File: config.mk
export PLATFORM = sky130hd
export DESIGN_NAME = trace_fail_fifo
export DESIGN_NICKNAME = d
export VERILOG_FILES = /design/src/rtl/pipeline_trace_checker_pkg.sv /design/src/rtl/trace_fail_fifo.sv
export SDC_FILE = /design/constraint.sdc
export NUM_CORES = 1
export LEC_CHECK = 0
export CORE_ASPECT_RATIO = 0.6
export CORE_MARGIN = 4
export CORE_UTILIZATION = 54
export DETAILED_ROUTE_END_ITERATION = 7
export PLACE_DENSITY = 0.81
export SETUP_SLACK_MARGIN = 0.02
export SKIP_LAST_GASP = 1
export SLEW_MARGIN = 20
export SYNTH_ARGS = -nofsm -noshare
export SYNTH_HDL_FRONTEND = slang
export SYNTH_SLANG_ARGS = --single-unit
File: constraint.sdc
create_clock -name clk -period 2.7 [get_ports clk]
set_clock_uncertainty 0.15 [all_clocks]
set_input_delay 0.54 -clock clk [delete_from_list [all_inputs] [get_ports clk]]
set_output_delay 0.54 -clock clk [all_outputs]
set_load 0.01 [all_outputs]
File: src/rtl/pipeline_trace_checker_pkg.sv
// Shared definitions for the pipeline trace checker: stage one-hot indices,
// expectation-mask bit positions and the run-control state encoding.
package pipeline_trace_checker_pkg;

    localparam int NUM_STAGES = 5;
    localparam int STG_IF     = 0;
    localparam int STG_ID     = 1;
    localparam int STG_EX     = 2;
    localparam int STG_MEM    = 3;
    localparam int STG_WB     = 4;

    localparam int MASK_WB    = 0;
    localparam int MASK_MEM   = 1;
    localparam int MASK_VALID = 2;

    typedef enum logic [1:0] {
        ST_IDLE = 2'd0,
        ST_RUN  = 2'd1,
        ST_DONE = 2'd2
    } state_e;

    function automatic logic [NUM_STAGES-1:0] stage_onehot(input int idx);
        stage_onehot = 5'b00001 << idx;
    endfunction

endpackage

File: src/rtl/trace_fail_fifo.sv
// Small FIFO of {pc, stage} failure records; drops records when full and
// raises a sticky overflow flag. A push while full succeeds if a pop happens.
module trace_fail_fifo
    import pipeline_trace_checker_pkg::*;
#(
    parameter int PC_W      = 10,
    parameter int LOG_DEPTH = 4
) (
    input  logic                  clk,
    input  logic                  reset,
    input  logic                  clr,
    input  logic                  push,
    input  logic [PC_W-1:0]       push_pc,
    input  logic [NUM_STAGES-1:0] push_stage,
    input  logic                  pop_ready,
    output logic                  pop_valid,
    output logic [PC_W-1:0]       pop_pc,
    output logic [NUM_STAGES-1:0] pop_stage,
    output logic                  overflow
);

    localparam int PTR_W = (LOG_DEPTH > 1) ? $clog2(LOG_DEPTH) : 1;
    localparam logic [PTR_W:0] FULL_CNT = (PTR_W+1)'(LOG_DEPTH);

    logic [PC_W+NUM_STAGES-1:0] mem_q [LOG_DEPTH];
    logic [PTR_W-1:0] wr_ptr_q, wr_ptr_d, rd_ptr_q, rd_ptr_d;
    logic [PTR_W:0]   cnt_q, cnt_d;
    logic             ovf_q, ovf_d;
    logic             full_s, pop_s, push_s;

    // Pointer, occupancy and overflow next-state.
    always_comb begin
        full_s   = (cnt_q == FULL_CNT);
        pop_s    = pop_ready && (cnt_q != '0);
        push_s   = push && (!full_s || pop_s);
        wr_ptr_d = wr_ptr_q;
        rd_ptr_d = rd_ptr_q;
        cnt_d    = cnt_q;
        ovf_d    = ovf_q;
        if (clr) begin
            wr_ptr_d = '0;
            rd_ptr_d = '0;
            cnt_d    = '0;
            ovf_d    = 1'b0;
        end else begin
            if (push_s) begin
                wr_ptr_d = wr_ptr_q + PTR_W'(1);
            end else begin
                wr_ptr_d = wr_ptr_q;
            end
            if (pop_s) begin
                rd_ptr_d = rd_ptr_q + PTR_W'(1);
            end else begin
                rd_ptr_d = rd_ptr_q;
            end
            case ({push_s, pop_s})
                2'b10:   cnt_d = cnt_q + (PTR_W+1)'(1);
                2'b01:   cnt_d = cnt_q - (PTR_W+1)'(1);
                default: cnt_d = cnt_q;
            endcase
            ovf_d = ovf_q || (push && !push_s);
        end
    end

    // Control registers.
    always_ff @(posedge clk) begin
        if (!reset) begin
            wr_ptr_q <= '0;
            rd_ptr_q <= '0;
            cnt_q    <= '0;
            ovf_q    <= 1'b0;
        end else begin
            wr_ptr_q <= wr_ptr_d;
            rd_ptr_q <= rd_ptr_d;
            cnt_q    <= cnt_d;
            ovf_q    <= ovf_d;
        end
    end

    // Record storage; contents are meaningless while the count is zero.
    always_ff @(posedge clk) begin
        if (push_s && !clr) begin
            mem_q[wr_ptr_q] <= {push_pc, push_stage};
        end
    end

    assign pop_valid             = (cnt_q != '0);
    assign {pop_pc, pop_stage}   = mem_q[rd_ptr_q];
    assign overflow              = ovf_q;

endmodule

==> summary.md, run 1 <==
| Metric | Value |
|---|---|
| EDFF count, synth | `60` |
| Final Hold Fails | `0` |
| Root Buffer | `clkbuf_8` |
| Setup TNS | `0 ns` |
| Clock-pin slew on the worst setup and hold paths | `0.06 ns` |
| CTS Sinks | `70` |
| Crit end category | `primary output` |
| Main combinational cell family by area after synthesis | `multiplexers` |
| CP arrival | `1.91 ns` |
| Gp weighted congestion | `0.718` |
| Max incr delay on CP | `0.54 ns` |
| Nets | `214` |
| 1st-iter DRT viols | `75` |
| Core box area | `0.00473 sq mm` |
| Post-synth ARST share | `0%` |
| Total grt overflow | `0` |
| Initial antenna violation count | `0` |
| Sequential share of the synthesized area | `72.8%` |
| CP max stage cell | `mux4_2` |
| Main synth FF type | `edfxtp_1` |
| Clock buffer depth | `2` |
| RSZ-0062 raised after global routing | `no` |
| Setup crit start kind | `register` |
| Layout cells sized above 1 | `18.1%` |
| Wire length of the first global-routing pass | `8380 microns` |
| Detailed-placement wirelength estimate | `3570 microns` |
| Yosys reg bits | `70` |
| Simple-gate share of the synthesized area | `5.46%` |
| Synth Net Count | `170` |
| Via count | `1447` |
| Worst-skew pair later-pin latency | `0.33 ns` |
| Maximum VDD drop | `0.000440 V` |
| Fraction of the cycle the final worst path needs | `96.2%` |
| Post-synthesis xor/xnor area fraction | `0.956%` |
| Post-synthesis cell count | `145` |
| Critical-path cell list | `buf_12 > mux4_2 > clkdlybuf4s50_1` |
| Antenna diodes | `0` |
| H-tree levels | `3` |
| Multiplexer share of the synthesized area | `13.5%` |
| Die width | `100 microns` |
| Vert. Die Dim | `63.3 microns` |
| Max Freq | `385 MHz` |
| Starting Density | `58.1%` |
| Cell Pwr Density | `599 mW/mm^2` |
| Syn_area_per_cell | `19.0 sq um` |
| Synth-to-layout area growth | `22.2%` |
| Synthesized cell area | `0.00275 sq mm` |
| Most frequent cells in the layout | `edfxtp_1 (60), clkdlybuf4s50_1 (33), mux4_2 (15), nor2_1 (10), dfxtp_1 (10)` |
| Std-Cell Rows | `19` |
| Finished Core Util | `71.0%` |
| Ys Warns | `0` |
| Total chip power | `2.01 mW` |
| Critical path required time | `2.01 ns` |
| Routed WL per cell | `20.0 microns` |
| Count of different cell masters after synthesis | `31` |
| Number of buffers created by CTS | `9` |
| Total GRT Usage | `18.2%` |
| Leading cell type in the layout, fill and taps excluded | `edfxtp_1` |
| Vias in the first global route | `1568` |
| Worst Setup Path Type | `reg2out` |
| Via/cell ratio | `5.65` |
| Compound-Gate Fraction of Synth Area | `2.78%` |
| Fillers | `304` |
| Drt pass-1 iters | `4` |
| Number of placed I/O pins | `37` |
| Remaining DRCs | `0` |
| Slew Viols, Final | `0` |
| Leak Pwr | `1.10 nW` |
| Drt total wl | `5120 microns` |
| Number of max-cap violations | `0` |
| Status | `finished, final reports clean` |
| CTS tree | `done` |
| Relative slew slack | `48.6%` |
| Port Buffer Count | `36` |
| ANT nets after route | `0` |
| Hold Path Class | `reg2reg` |
| Die area | `0.00633 sq mm` |
| Final setup viols | `0` |
| Worst-Margin Slew | `0.771 ns` |
| Crit path time final | `2.60 ns` |
| Largest net degree at the start of global routing | `16` |
| Synth Area in Adders | `2.55%` |
| Worst Path Max Fanout | `15` |
[final cells by class]
cell class	instances	area [sq um]	area share [%]
clock buffer	10	128	3.80
sequential	70	2000	59.6
clock inverter	5	27.5	0.820
inverter	5	18.8	0.559
tap	63	78.8	2.35
timing repair buffer	40	410	12.2
multi-input combinational	63	693	20.6
[routing by layer]
| metal | vias up | wire length [microns] | GRT usage [%] | part of all wire [%] |
|---|---|---|---|---|
| li1 | 656 | - | - | - |
| met1 | 730 | 2120 | 22.2 | 41 |
| met2 | 49 | 2580 | 28.7 | 50 |
| met3 | 12 | 292 | 6.62 | 5.7 |
| met4 | 0 | 119 | 8.91 | 2.3 |
| met5 | - | 0 | 0 | 0 |
[what timing repair did]
| item | CTS | global route |
|---|---|---|
| buffers inserted | 0 | 0 |
| setup endpoints to repair | 0 | 3 |
| gates resized for setup | 0 | 3 |
| hold buffers | 0 | 0 |
[path summary, 6_finish.rpt]
| path | startpoint | endpoint | slack (ns) | depth (start not counted) |
|---|---|---|---|---|
| max | register | pop_pc[7] | 0.10 | 3 |
| min | overflow | overflow | 0.33 | 2 |
| max reg2reg | cnt_q[2] | mem_q[1][7] | 0.59 | 3 |
| min reg2reg | overflow | overflow | 0.33 | 2 |
[Yosys cell counts, types with 3 or more instances]
library cell / instances / area share, %
edfxtp_1: 60 / 66
nor2_1: 10 / 1.4
dfxtp_1: 10 / 7.3
buf_2: 4 / 0.73
a21oi_1: 3 / 0.55
and2_1: 4 / 0.91
ha_1: 4 / 1.8
mux4_2: 15 / 12
inv_1: 5 / 0.68
nand2b_1: 3 / 0.68
[logic make-up after synthesis]
family / Yosys count
flops: 70
simple gates: 26
mux: 18
buf+inv: 12
compound gates: 11
fa+ha+maj: 5
xor+xnor: 3
[per-stage QoR]
stage          cell area (sq um)  worst slack [ns]  hold WS [ns]  cells
2_1_floorplan               2750             0.669         0.335    145
3_3_place_gp                3200             0.133         0.309    241
3_5_place_dp                3200            0.0356         0.327    241
4_1_cts                     3350            0.0572         0.343    256
5_1_grt                     3360            0.0250         0.373    256
6_report                    3360             0.102         0.331    256
[power breakdown]
| group | total (mW) | leakage, nW | switching (mW) | internal, mW |
|---|---|---|---|---|
| clock network | 0.671 | 0.0732 | 0.351 | 0.320 |
| logic | 0.139 | 0.402 | 0.0621 | 0.0774 |
| registers | 1.20 | 0.626 | 0.00887 | 1.19 |
| total | 2.01 | 1.10 | 0.422 | 1.59 |
[worst max-delay path: cells and delay by family, from the launching register on]
| family | cells | cell delay (ns) |
|---|---|---|
| buffers and inverters | 2 | 0.68 |
| flip-flops | 1 | 0.36 |
| multiplexers | 1 | 0.54 |
[state kept, by name (all words and copies together), names as in the netlist, named ones only]
| name | cells |
|---|---|
| mem_q | 60 |
| wr_ptr_q | 2 |
| rd_ptr_q | 2 |
| cnt_q | 3 |
| overflow | 1 |
(Power assumes the default switching activity.)
==> inputs of run 2 (changes only) <==
--- a/config.mk
+++ b/config.mk
@@ -6,7 +6,6 @@
 export NUM_CORES = 1
 export LEC_CHECK = 0
 export CORE_ASPECT_RATIO = 0.6
-export CORE_MARGIN = 4
 export CORE_UTILIZATION = 54
 export DETAILED_ROUTE_END_ITERATION = 7
 export PLACE_DENSITY = 0.81
==> run 2 against run 1 <==
Effect of this change:
- sequential power is essentially flat
- routed wire length down 6.3%
- die area fell by 15%
- via count decreased by 1.5%
- cell area increased by 1.9%
- non-clock buffer count grew 8
- clock power up 1%
- maximum frequency about the same
- worst setup slack got worse by 0.0015 ns
- largest power group unchanged
- flip-flop and latch count is the same
- total power grew 0.44%
==> summary.md, run 2 (same netlist as run 1, synthesis figures left out) <==
| Metric | Value |
|---|---|
| Slew Viols, Final | `0` |
| Crit end category | `primary output` |
| Max incr delay on CP | `0.54 ns` |
| Setup TNS | `0 ns` |
| Most frequent cells in the layout | `edfxtp_1 (60), clkdlybuf4s50_1 (36), mux4_2 (15), buf_4 (11)` |
| Clock-pin slew on the worst setup and hold paths | `0.06 ns` |
| Leading cell type in the layout, fill and taps excluded | `edfxtp_1` |
| Antenna diodes | `0` |
| Hold_buf cts | `0` |
| Post-CTS setup buffers | `0` |
| Relative slew slack | `62.4%` |
| Critical path required time | `2.01 ns` |
| Gp weighted congestion | `0.757` |
| Via count | `1426` |
| Detailed-placement wirelength estimate | `3510 microns` |
| Die width | `94.1 microns` |
| CP bufs+invs | `2` |
| Crit path time final | `2.60 ns` |
| Fillers | `293` |
| Worst-Margin Slew | `0.557 ns` |
| Remaining DRCs | `0` |
| Die area | `0.00539 sq mm` |
| Hold Path Class | `reg2reg` |
| Clock buffer depth | `2` |
| Synth-to-layout area growth | `24.4%` |
| Top Family by Delay on Critical Path | `buffers and inverters` |
| CTS tree | `done` |
| CTS Sinks | `70` |
| Routed WL per cell | `18.1 microns` |
| Worst-skew pair later-pin latency | `0.33 ns` |
| Worst Path Max Fanout | `15` |
| Top Registers | `mem_q x60, cnt_q x3` |
| Drt total wl | `4800 microns` |
| Cell Pwr Density | `590 mW/mm^2` |
| Final Hold Fails | `0` |
| Initial antenna violation count | `0` |
| Layout cells sized above 1 | `21.8%` |
| Worst Setup Path Type | `reg2out` |
| ANT nets after route | `0` |
| Final setup margin | `0.101 ns` |
| H-tree levels | `3` |
| Setup WS pre-CTS | `0.164 ns` |
| Final setup viols | `0` |
| Max reg flops | `60` |
| Number of max-cap violations | `0` |
| Root Buffer | `clkbuf_8` |
| RSZ-0062 raised after global routing | `no` |
| Core box area | `0.00473 sq mm` |
| Leak Pwr | `1.13 nW` |
| CP max stage cell | `mux4_2` |
| Final std cells w/o fill | `265` |
| Fraction of the cycle the final worst path needs | `96.3%` |
| Largest net degree at the start of global routing | `16` |
| Number of buffers created by CTS | `9` |
| Drt pass-1 iters | `4` |
| Post-CTS sizing | `0` |
| Max Freq | `385 MHz` |
| Via/cell ratio | `5.38` |
| Std-Cell Rows | `19` |
| Number of placed I/O pins | `37` |
| Status | `finished, final reports clean` |
| Critical-path cell list | `buf_12 > mux4_2 > clkdlybuf4s50_1` |
| Vias in the first global route | `1495` |
| Total GRT Usage | `20.4%` |
| Nets | `222` |
| Maximum VDD drop | `0.000472 V` |
| Biggest register | `mem_q` |
| Vert. Die Dim | `57.3 microns` |
| Total grt overflow | `0` |
| Placed cell count | `249` |
| CP arrival | `1.91 ns` |
| 1st-iter DRT viols | `65` |
| Setup crit start kind | `register` |
| Port Buffer Count | `36` |
| Wire length of the first global-routing pass | `7530 microns` |
| Starting Density | `58.1%` |
run 2: cell count changes in the layout (fill, tap and decap cells not counted), sizes merged:
| cell | change |
|---|---|
| dlymetal6s2s | -3 |
| clkinvlp | -1 |
| clkdlybuf4s50 | +3 |
| clkinv | +1 |
| buf | +8 |
| inv | +1 |
run 2: area by class of cell:
cell class	instances	area, sq um	area share [%]
multi-input cells	63	693	20.3
well taps	63	78.8	2.30
repair buffers	48	463	13.5
flip-flops and latches	70	2000	58.5
inverters	5	18.8	0.549
clock inverters	6	37.5	1.10
clock buffers	10	128	3.73
run 2: final timing paths:
path | slack, ns | endpoint | from | depth (start not counted)
max | 0.10 | pop_stage[0] | register | 3
min | 0.35 | overflow | overflow | 2
max reg2reg | 0.67 | cnt_q[2] | cnt_q[2] | 6
min reg2reg | 0.35 | overflow | overflow | 2
run 2: worst register-to-register path, stage by stage (launching register included):
cell and delay, ns:
dfxtp_1 0.39, or3_1 0.42, nand3_1 0.12, fa_1 0.23
nand2b_1 0.08, or3b_1 0.38, a31oi_1 0.18
run 2: per-stage QoR:
stage | cell area (sq um) | util [%] | hold WS, ns | power [mW]
2_1_floorplan | 2750 | - | 0.335 | 1.28
3_3_place_gp | 3260 | 68.8 | 0.310 | 1.36
3_5_place_dp | 3260 | 68.8 | 0.328 | 1.37
4_1_cts | 3420 | 72.3 | 0.359 | 2.04
5_1_grt | 3420 | 72.3 | 0.393 | 2.10
6_report | 3420 | 72.3 | 0.348 | 2.02
run 2: per-layer routing:
metal / GRT usage, % / wire length [microns] / vias to the layer above
met4: 3.30 / 20 / 0
met5: 0 / 0 / -
li1: - / - / 678
met2: 33.5 / 2480 / 42
met1: 26.4 / 2050 / 703
met3: 8.53 / 240 / 3
run 2: where the power goes:
part | total (mW) | internal (mW) | leakage, nW | switching, mW
registers | 1.20 | 1.19 | 0.626 | 0.00904
logic | 0.140 | 0.0803 | 0.418 | 0.0599
clock network | 0.679 | 0.329 | 0.0817 | 0.349
